**config.mk**
```make
export PLATFORM = sky130hd
export DESIGN_NAME = fm_envgen_mux_flat
export DESIGN_NICKNAME = d
export VERILOG_FILES = /design/src/rtl/fm_envgen_mux_if.sv /design/src/rtl/fm_envgen_mux.sv /design/src/flat_wrapper.sv
export SDC_FILE = /design/constraint.sdc
export NUM_CORES = 1
export LEC_CHECK = 0
export CORE_MARGIN = 2
export CORE_UTILIZATION = 38
export CTS_BUF_LIST = sky130_fd_sc_hd__clkbuf_8 sky130_fd_sc_hd__clkbuf_16
export CTS_CLUSTER_DIAMETER = 50
export CTS_CLUSTER_SIZE = 12
export DETAILED_ROUTE_END_ITERATION = 12
export PLACE_DENSITY = 0.61
export SETUP_SLACK_MARGIN = 0.4
export SYNTH_ARGS = -nofsm -noshare
export SYNTH_HDL_FRONTEND = slang
export SYNTH_SLANG_ARGS = --single-unit
```
**constraint.sdc**
```tcl
create_clock -name clk -period 16 [get_ports clk]
set_input_delay 2.4 -clock clk [delete_from_list [all_inputs] [get_ports clk]]
set_output_delay 2.4 -clock clk [all_outputs]
set_load 0.05 [all_outputs]
```
**src/rtl/fm_envgen_mux_if.sv**
```systemverilog
`default_nettype none
// +----------------------------------------------------------------------------+
// | fm_envgen_mux_if : config/key/strobe bus and attenuation output stream     |
// | Rev 1.0                                                                    |
// +----------------------------------------------------------------------------+
interface fm_envgen_mux_if #(
    parameter int OP_W = 3
);
    logic            cfg_wr;
    logic [OP_W-1:0] cfg_op;
    logic [21:0]     cfg_data;
    logic            key_wr;
    logic [OP_W-1:0] key_op;
    logic            key_on;
    logic            sample_strobe;
    logic            busy;
    logic            att_valid;
    logic [OP_W-1:0] att_op;
    logic [8:0]      att_level;
    logic            overrun;

    modport master (
        output cfg_wr, cfg_op, cfg_data, key_wr, key_op, key_on, sample_strobe,
        input  busy, att_valid, att_op, att_level, overrun
    );

    modport slave (
        input  cfg_wr, cfg_op, cfg_data, key_wr, key_op, key_on, sample_strobe,
        output busy, att_valid, att_op, att_level, overrun
    );
endinterface
`default_nettype wire

```
**src/rtl/fm_envgen_mux.sv**
```systemverilog
`default_nettype none
// +----------------------------------------------------------------------------+
// | fm_envgen_mux : time-multiplexed ADSR envelope generator, one op per clock |
// | Rev 1.0                                                                    |
// +----------------------------------------------------------------------------+
module fm_envgen_mux #(
    parameter int NUM_OPS = 8,
    parameter int OP_W    = 3,
    parameter int CNT_W   = 15
) (
    input  wire logic      clk,
    input  wire logic      reset,
    fm_envgen_mux_if.slave bus
);
    typedef enum logic [2:0] {
        PH_IDLE    = 3'd0,
        PH_ATTACK  = 3'd1,
        PH_DECAY   = 3'd2,
        PH_SUSTAIN = 3'd3,
        PH_RELEASE = 3'd4
    } phase_t;

    typedef enum logic [0:0] {
        SW_IDLE = 1'b0,
        SW_RUN  = 1'b1
    } sweep_t;

    sweep_t              state_q, state_d;
    logic [OP_W-1:0]     idx_q, idx_d;
    logic [CNT_W-1:0]    cnt_q, cnt_d;
    logic                overrun_q, overrun_d;
    phase_t              phase_q [NUM_OPS];
    logic [8:0]          level_q [NUM_OPS];
    logic [21:0]         cfg_q   [NUM_OPS];
    logic [NUM_OPS-1:0]  pend_on_q, pend_off_q;
    logic                att_valid_q;
    logic [OP_W-1:0]     att_op_q;
    logic [8:0]          att_level_q;

    logic [14:0]         cnt15_w;
    logic [21:0]         cfg_w;
    phase_t              ph_d;
    logic [8:0]          lv_d;
    logic [8:0]          dec_w;
    logic [9:0]          sum_w;
    logic [8:0]          att_d;
    logic                cfg_ok_w, key_ok_w;

    // Rate division only looks at the low 15 counter bits.
    generate
        if (CNT_W >= 15) begin : g_cnt_trunc
            assign cnt15_w = cnt_q[14:0];
        end else begin : g_cnt_ext
            assign cnt15_w = {{(15-CNT_W){1'b0}}, cnt_q};
        end
    endgenerate

    function automatic logic rate_step(input logic [3:0] r, input logic [14:0] c);
        logic [14:0] mask;
        mask = 15'h7FFF >> r;
        return (r != 4'd0) && ((c & mask) == 15'd0);
    endfunction

    assign cfg_w    = cfg_q[idx_q];
    assign cfg_ok_w = int'(bus.cfg_op) < NUM_OPS;
    assign key_ok_w = int'(bus.key_op) < NUM_OPS;

    always_comb begin
        state_d   = state_q;
        idx_d     = idx_q;
        cnt_d     = cnt_q;
        overrun_d = overrun_q;
        case (state_q)
            SW_IDLE: begin
                if (bus.sample_strobe) begin
                    state_d = SW_RUN;
                    idx_d   = '0;
                    cnt_d   = cnt_q + 1'b1;
                end
            end
            SW_RUN: begin
                if (bus.sample_strobe) overrun_d = 1'b1;
                if (int'(idx_q) == NUM_OPS - 1) state_d = SW_IDLE;
                else                            idx_d   = idx_q + 1'b1;
            end
            default: state_d = SW_IDLE;
        endcase
    end

    // Envelope update for the operator currently selected by idx_q.
    always_comb begin
        ph_d  = phase_q[idx_q];
        lv_d  = level_q[idx_q];
        dec_w = 9'd0;
        if (pend_on_q[idx_q])                             ph_d = PH_ATTACK;
        else if (pend_off_q[idx_q] && ph_d != PH_IDLE)    ph_d = PH_RELEASE;
        case (ph_d)
            PH_ATTACK: begin
                if (cfg_w[15:12] == 4'd15) begin
                    lv_d = 9'd0;
                end else if (rate_step(cfg_w[15:12], cnt15_w)) begin
                    dec_w = (lv_d >> 3) + 9'd1;
                    lv_d  = (lv_d > dec_w) ? lv_d - dec_w : 9'd0;
                end
                if (lv_d == 9'd0) ph_d = PH_DECAY;
            end
            PH_DECAY: begin
                if (rate_step(cfg_w[11:8], cnt15_w) && lv_d != 9'd511) lv_d = lv_d + 9'd1;
                if (lv_d >= {cfg_w[7:4], 5'b0}) ph_d = PH_SUSTAIN;
            end
            PH_SUSTAIN: begin
                lv_d = level_q[idx_q];
            end
            PH_RELEASE: begin
                if (rate_step(cfg_w[3:0], cnt15_w) && lv_d != 9'd511) lv_d = lv_d + 9'd1;
                if (lv_d == 9'd511) ph_d = PH_IDLE;
            end
            default: begin
                ph_d = PH_IDLE;
                lv_d = 9'd511;
            end
        endcase
        sum_w = {1'b0, lv_d} + {2'b0, cfg_w[21:16], 2'b0};
        att_d = (sum_w > 10'd511) ? 9'd511 : sum_w[8:0];
    end

    always_ff @(posedge clk) begin
        if (!reset) begin
            state_q     <= SW_IDLE;
            idx_q       <= '0;
            cnt_q       <= '0;
            overrun_q   <= 1'b0;
            pend_on_q   <= '0;
            pend_off_q  <= '0;
            att_valid_q <= 1'b0;
            att_op_q    <= '0;
            att_level_q <= 9'd511;
            for (int i = 0; i < NUM_OPS; i++) begin
                phase_q[i] <= PH_IDLE;
                level_q[i] <= 9'd511;
                cfg_q[i]   <= '0;
            end
        end else begin
            state_q     <= state_d;
            idx_q       <= idx_d;
            cnt_q       <= cnt_d;
            overrun_q   <= overrun_d;
            att_valid_q <= (state_q == SW_RUN);
            if (state_q == SW_RUN) begin
                phase_q[idx_q]    <= ph_d;
                level_q[idx_q]    <= lv_d;
                pend_on_q[idx_q]  <= 1'b0;
                pend_off_q[idx_q] <= 1'b0;
                att_op_q          <= idx_q;
                att_level_q       <= att_d;
            end
            if (bus.cfg_wr && cfg_ok_w) cfg_q[bus.cfg_op] <= bus.cfg_data;
            // Placed after the sweep clear so a same-cycle key write survives.
            if (bus.key_wr && key_ok_w) begin
                pend_on_q[bus.key_op]  <= bus.key_on;
                pend_off_q[bus.key_op] <= !bus.key_on;
            end
        end
    end

    assign bus.busy      = (state_q == SW_RUN);
    assign bus.att_valid = att_valid_q;
    assign bus.att_op    = att_op_q;
    assign bus.att_level = att_level_q;
    assign bus.overrun   = overrun_q;
endmodule
`default_nettype wire

```
**src/flat_wrapper.sv**
```systemverilog
// flat-port wrapper written by rule: the top's interface ports become plain ports
module fm_envgen_mux_flat 
#(
    parameter int NUM_OPS = 8,
    parameter int OP_W    = 3,
    parameter int CNT_W   = 15
)
  (clk, reset, bus_cfg_wr, bus_cfg_op, bus_cfg_data, bus_key_wr, bus_key_op, bus_key_on, bus_sample_strobe, bus_busy, bus_att_valid, bus_att_op, bus_att_level, bus_overrun);
  fm_envgen_mux_if #(.OP_W(OP_W)) bus_i ();
  input  wire logic clk;
  input  wire logic reset;
  input wire logic [$bits(bus_i.cfg_wr)-1:0] bus_cfg_wr;
  input wire logic [$bits(bus_i.cfg_op)-1:0] bus_cfg_op;
  input wire logic [$bits(bus_i.cfg_data)-1:0] bus_cfg_data;
  input wire logic [$bits(bus_i.key_wr)-1:0] bus_key_wr;
  input wire logic [$bits(bus_i.key_op)-1:0] bus_key_op;
  input wire logic [$bits(bus_i.key_on)-1:0] bus_key_on;
  input wire logic [$bits(bus_i.sample_strobe)-1:0] bus_sample_strobe;
  output wire logic [$bits(bus_i.busy)-1:0] bus_busy;
  output wire logic [$bits(bus_i.att_valid)-1:0] bus_att_valid;
  output wire logic [$bits(bus_i.att_op)-1:0] bus_att_op;
  output wire logic [$bits(bus_i.att_level)-1:0] bus_att_level;
  output wire logic [$bits(bus_i.overrun)-1:0] bus_overrun;
  assign bus_i.cfg_wr = bus_cfg_wr;
  assign bus_i.cfg_op = bus_cfg_op;
  assign bus_i.cfg_data = bus_cfg_data;
  assign bus_i.key_wr = bus_key_wr;
  assign bus_i.key_op = bus_key_op;
  assign bus_i.key_on = bus_key_on;
  assign bus_i.sample_strobe = bus_sample_strobe;
  assign bus_busy = bus_i.busy;
  assign bus_att_valid = bus_i.att_valid;
  assign bus_att_op = bus_i.att_op;
  assign bus_att_level = bus_i.att_level;
  assign bus_overrun = bus_i.overrun;
  fm_envgen_mux #(.NUM_OPS(NUM_OPS), .OP_W(OP_W), .CNT_W(CNT_W)) u_core (.clk(clk), .reset(reset), .bus(bus_i));
endmodule
```
==> flow_metrics.tcl <==
set metrics [dict create \
    fp.coreArea_um2 44000 \
    fillers 4092 \
    ioPinCount 49 \
    fin_nets 1484 \
    setup_violations 0 \
    worst_slack_ns 8.35 \
    ctsResizeCount 0 \
    slew_violations 0 \
    synth_edf_count 272 \
    clkLatencyLatePin_ns 0.55 \
    worstMarginPinSlew_ns 1.12 \
    clk_pin_slew_worst_paths_ns 0.06 \
    core.rowCount 77 \
    cts_setup_buffers 0 \
    vias 11200 \
    async_flop_share 0 \
    crit_arrival_ns 8.04 \
    first_pass_iters 7 \
    tritoncts "yes" \
    dieArea_um2 46200 \
    dp_slack_ns 8.26 \
    ff2ff_setup_slack_ns 8.35 \
    htree_levels 2 \
    dp_hpwl_um 28600 \
    pwr_density_cell_nw_per_um2 112 \
    hold_end "u_core.bus.att_op[1]" \
    grt_use_total 0.188 \
    fin_setup_tns_ns 0 \
    skew_ns 0.0338 \
    cts_root_buffer "clkbuf_16" \
    syn_nets 1450 \
    netlist_instances 1391 \
    antenna_left 0 \
    rsz0062_at_grt "no" \
    yosysSeqAreaShare 0.544 \
    min_path_type "register to register" \
    area.growth.synth_to_final_pct 13.2 \
    end_kind "register" \
    final_cell_mix "edfxtp_1 (272), and2_1 (192), nand2_1 (131)" \
    io_buffers 48 \
    die_h_um 215 \
    synth-seq-cells 323 \
    fin_hold_ws_ns 0.488 \
    post-route-period-util 0.478 \
    final_hold_viol_count 0 \
    cts_buffers 36 \
    avgSynthCellArea_um2 12.1 \
    period_needed_ns 7.65 \
    drt_iter0_drc 999 \
    cts.path.max_buffers 3 \
    worst_ep_required_time_ns 16.39 \
    routabilityCongestion 0.877 \
    worstSetupStartpointType "register" \
    r2r_cells 26 \
    vias_per_cell 5.49 \
    crit_type "register to register" \
    avgRoutedWirePerCell_um 21.3 \
    grt_max_degree 61 \
    synth_area_um2 16900 \
    r2r_end "u_core.bus.att_level[3]" \
    grt_overflow 0 \
    p_leak_nw 6.15 \
    cts_hold_buf 0 \
    irDropWorstVdd_uv 85.1 \
    cap_violations 0 \
    mostFrequentLayoutCell "edfxtp_1" \
    antenna_found_initial 0 \
    min-delay-start "u_core.bus.att_op[1]" \
    die_w_um 215 \
    grt_pass1_vias 11100 \
    antenna_cells 0 \
    cts_sinks 323 \
    min_delay_path_depth 2 \
    status "complete, no violations" \
    grt_first_pass_wirelength_um 66800 \
    relSlewSlack 0.251 \
    start_util 0.384 \
    ys_types 88 \
    post_route_cells_drive_above_1_share 0.143 \
    yosys_warnings 0 \
    cp_max_fo 43 \
    drcViolationCount 0 \
    drt-total-wl_um 43400 \
    fmax_mhz 131 \
    yosys_most_used_dff "edfxtp_1" \
]
## worst max path at each step
stage,from,to,depth (start not counted)
after floorplan,register,u_core.bus.att_level[8],32
after global placement,register,u_core.bus.att_level[8],28
after detailed placement,register,u_core.bus.att_level[3],26
after CTS,register,u_core.bus.att_level[3],26
after global routing,register,u_core.bus.att_level[8],28
final,register,u_core.bus.att_level[3],26
## layout make-up
type	count	area (um2)	area share
clock buffers	39	953	0.0499
well taps	592	741	0.0387
inverters	37	139	0.00726
flip-flops and latches	323	9200	0.481
multi-input cells	952	7250	0.379
clock inverters	23	165	0.00864
repair buffers	75	678	0.0355
## cells in the mapped netlist (5+ instances only)
master,number,area [um2]
a211oi_1,5,37.5
a21oi_1,34,170
a22oi_1,13,97.6
a31oi_1,12,75.1
and2_1,192,1200
and3_1,6,37.5
buf_1,5,18.8
buf_2,15,75.1
buf_6,6,67.6
clkbuf_1,48,180
clkinv_1,5,18.8
dfxtp_1,51,1020
edfxtp_1,272,8170
ha_1,23,288
inv_1,31,116
mux2_1,6,67.6
mux2_2,21,236
mux2i_1,36,360
mux4_2,62,1400
nand2_1,131,492
nand2b_1,16,100
nand3_1,33,165
nand3b_1,5,37.5
nand4_1,11,68.8
nor2_1,88,330
nor2b_1,38,238
nor3_1,25,125
nor3b_1,7,52.6
nor4_1,5,31.3
o21ai_0,36,180
o21ai_1,5,25.0
or3_1,7,43.8
xnor2_1,38,333
## stage by stage
stage	power, mW	cells	util	instance area, um2
after floorplan	1.25	1391	-	16900
after global placement	1.36	1979	0.409	18000
after detailed placement	1.37	1979	0.409	18000
after CTS	2.15	2041	0.434	19100
after global routing	2.22	2041	0.434	19100
final	2.14	2041	0.434	19100
## power by group
group	switching, mW	internal [mW]
combinational	0.238	0.141
clock	0.339	0.448
sequential	0.0203	0.950
total	0.597	1.54
## cell families after synthesis
family,synth area share
DFF,0.544
and+or+nand+nor,0.185
muxes,0.124
xor gates and xnor gates,0.0218
adders and majority gates,0.0194
AOI/OAI and AO/OA,0.0741
buffers and inverters,0.0314
## state kept, by name, summed over array words and instances (netlist names), named ones only
register / cells
u_core.bus.att_level: 9
u_core.bus.att_op: 3
u_core.bus.att_valid: 1
u_core.bus.busy: 1
u_core.bus.overrun: 1
u_core.cfg_q: 176
u_core.cnt15_w: 14
u_core.idx_q: 3
u_core.level_q: 72
u_core.pend_off_q: 8
u_core.pend_on_q: 8
u_core.phase_q: 24
## per-layer routing
layer  share of wire  global-route usage
met1            0.44               0.260
met2            0.48               0.310
met3           0.053              0.0273
met4           0.021              0.0498
met5               0                   0
## critical path: stages (launching register included)
cell and delay, ns:
dfxtp_4 0.77, buf_4 0.69, mux4_2 0.59, mux2i_1 0.66, inv_1 0.32, ha_1 0.37
inv_1 0.06, ha_1 0.29, nor2b_1 0.13, o21ai_0 0.18, a21boi_0 0.18, o32ai_1 0.45
o21ai_0 0.16, buf_4 0.19, nand2_1 0.06, mux2_1 0.12, o21ai_1 0.09, a311oi_4 0.52
inv_2 0.05, ha_1 0.30, a21o_1 0.17, a21oi_1 0.20, o21ai_0 0.11, a21o_1 0.22
a21oi_1 0.17, or2_1 0.28, a41oi_1 0.16
(Power assumes the default switching activity.)
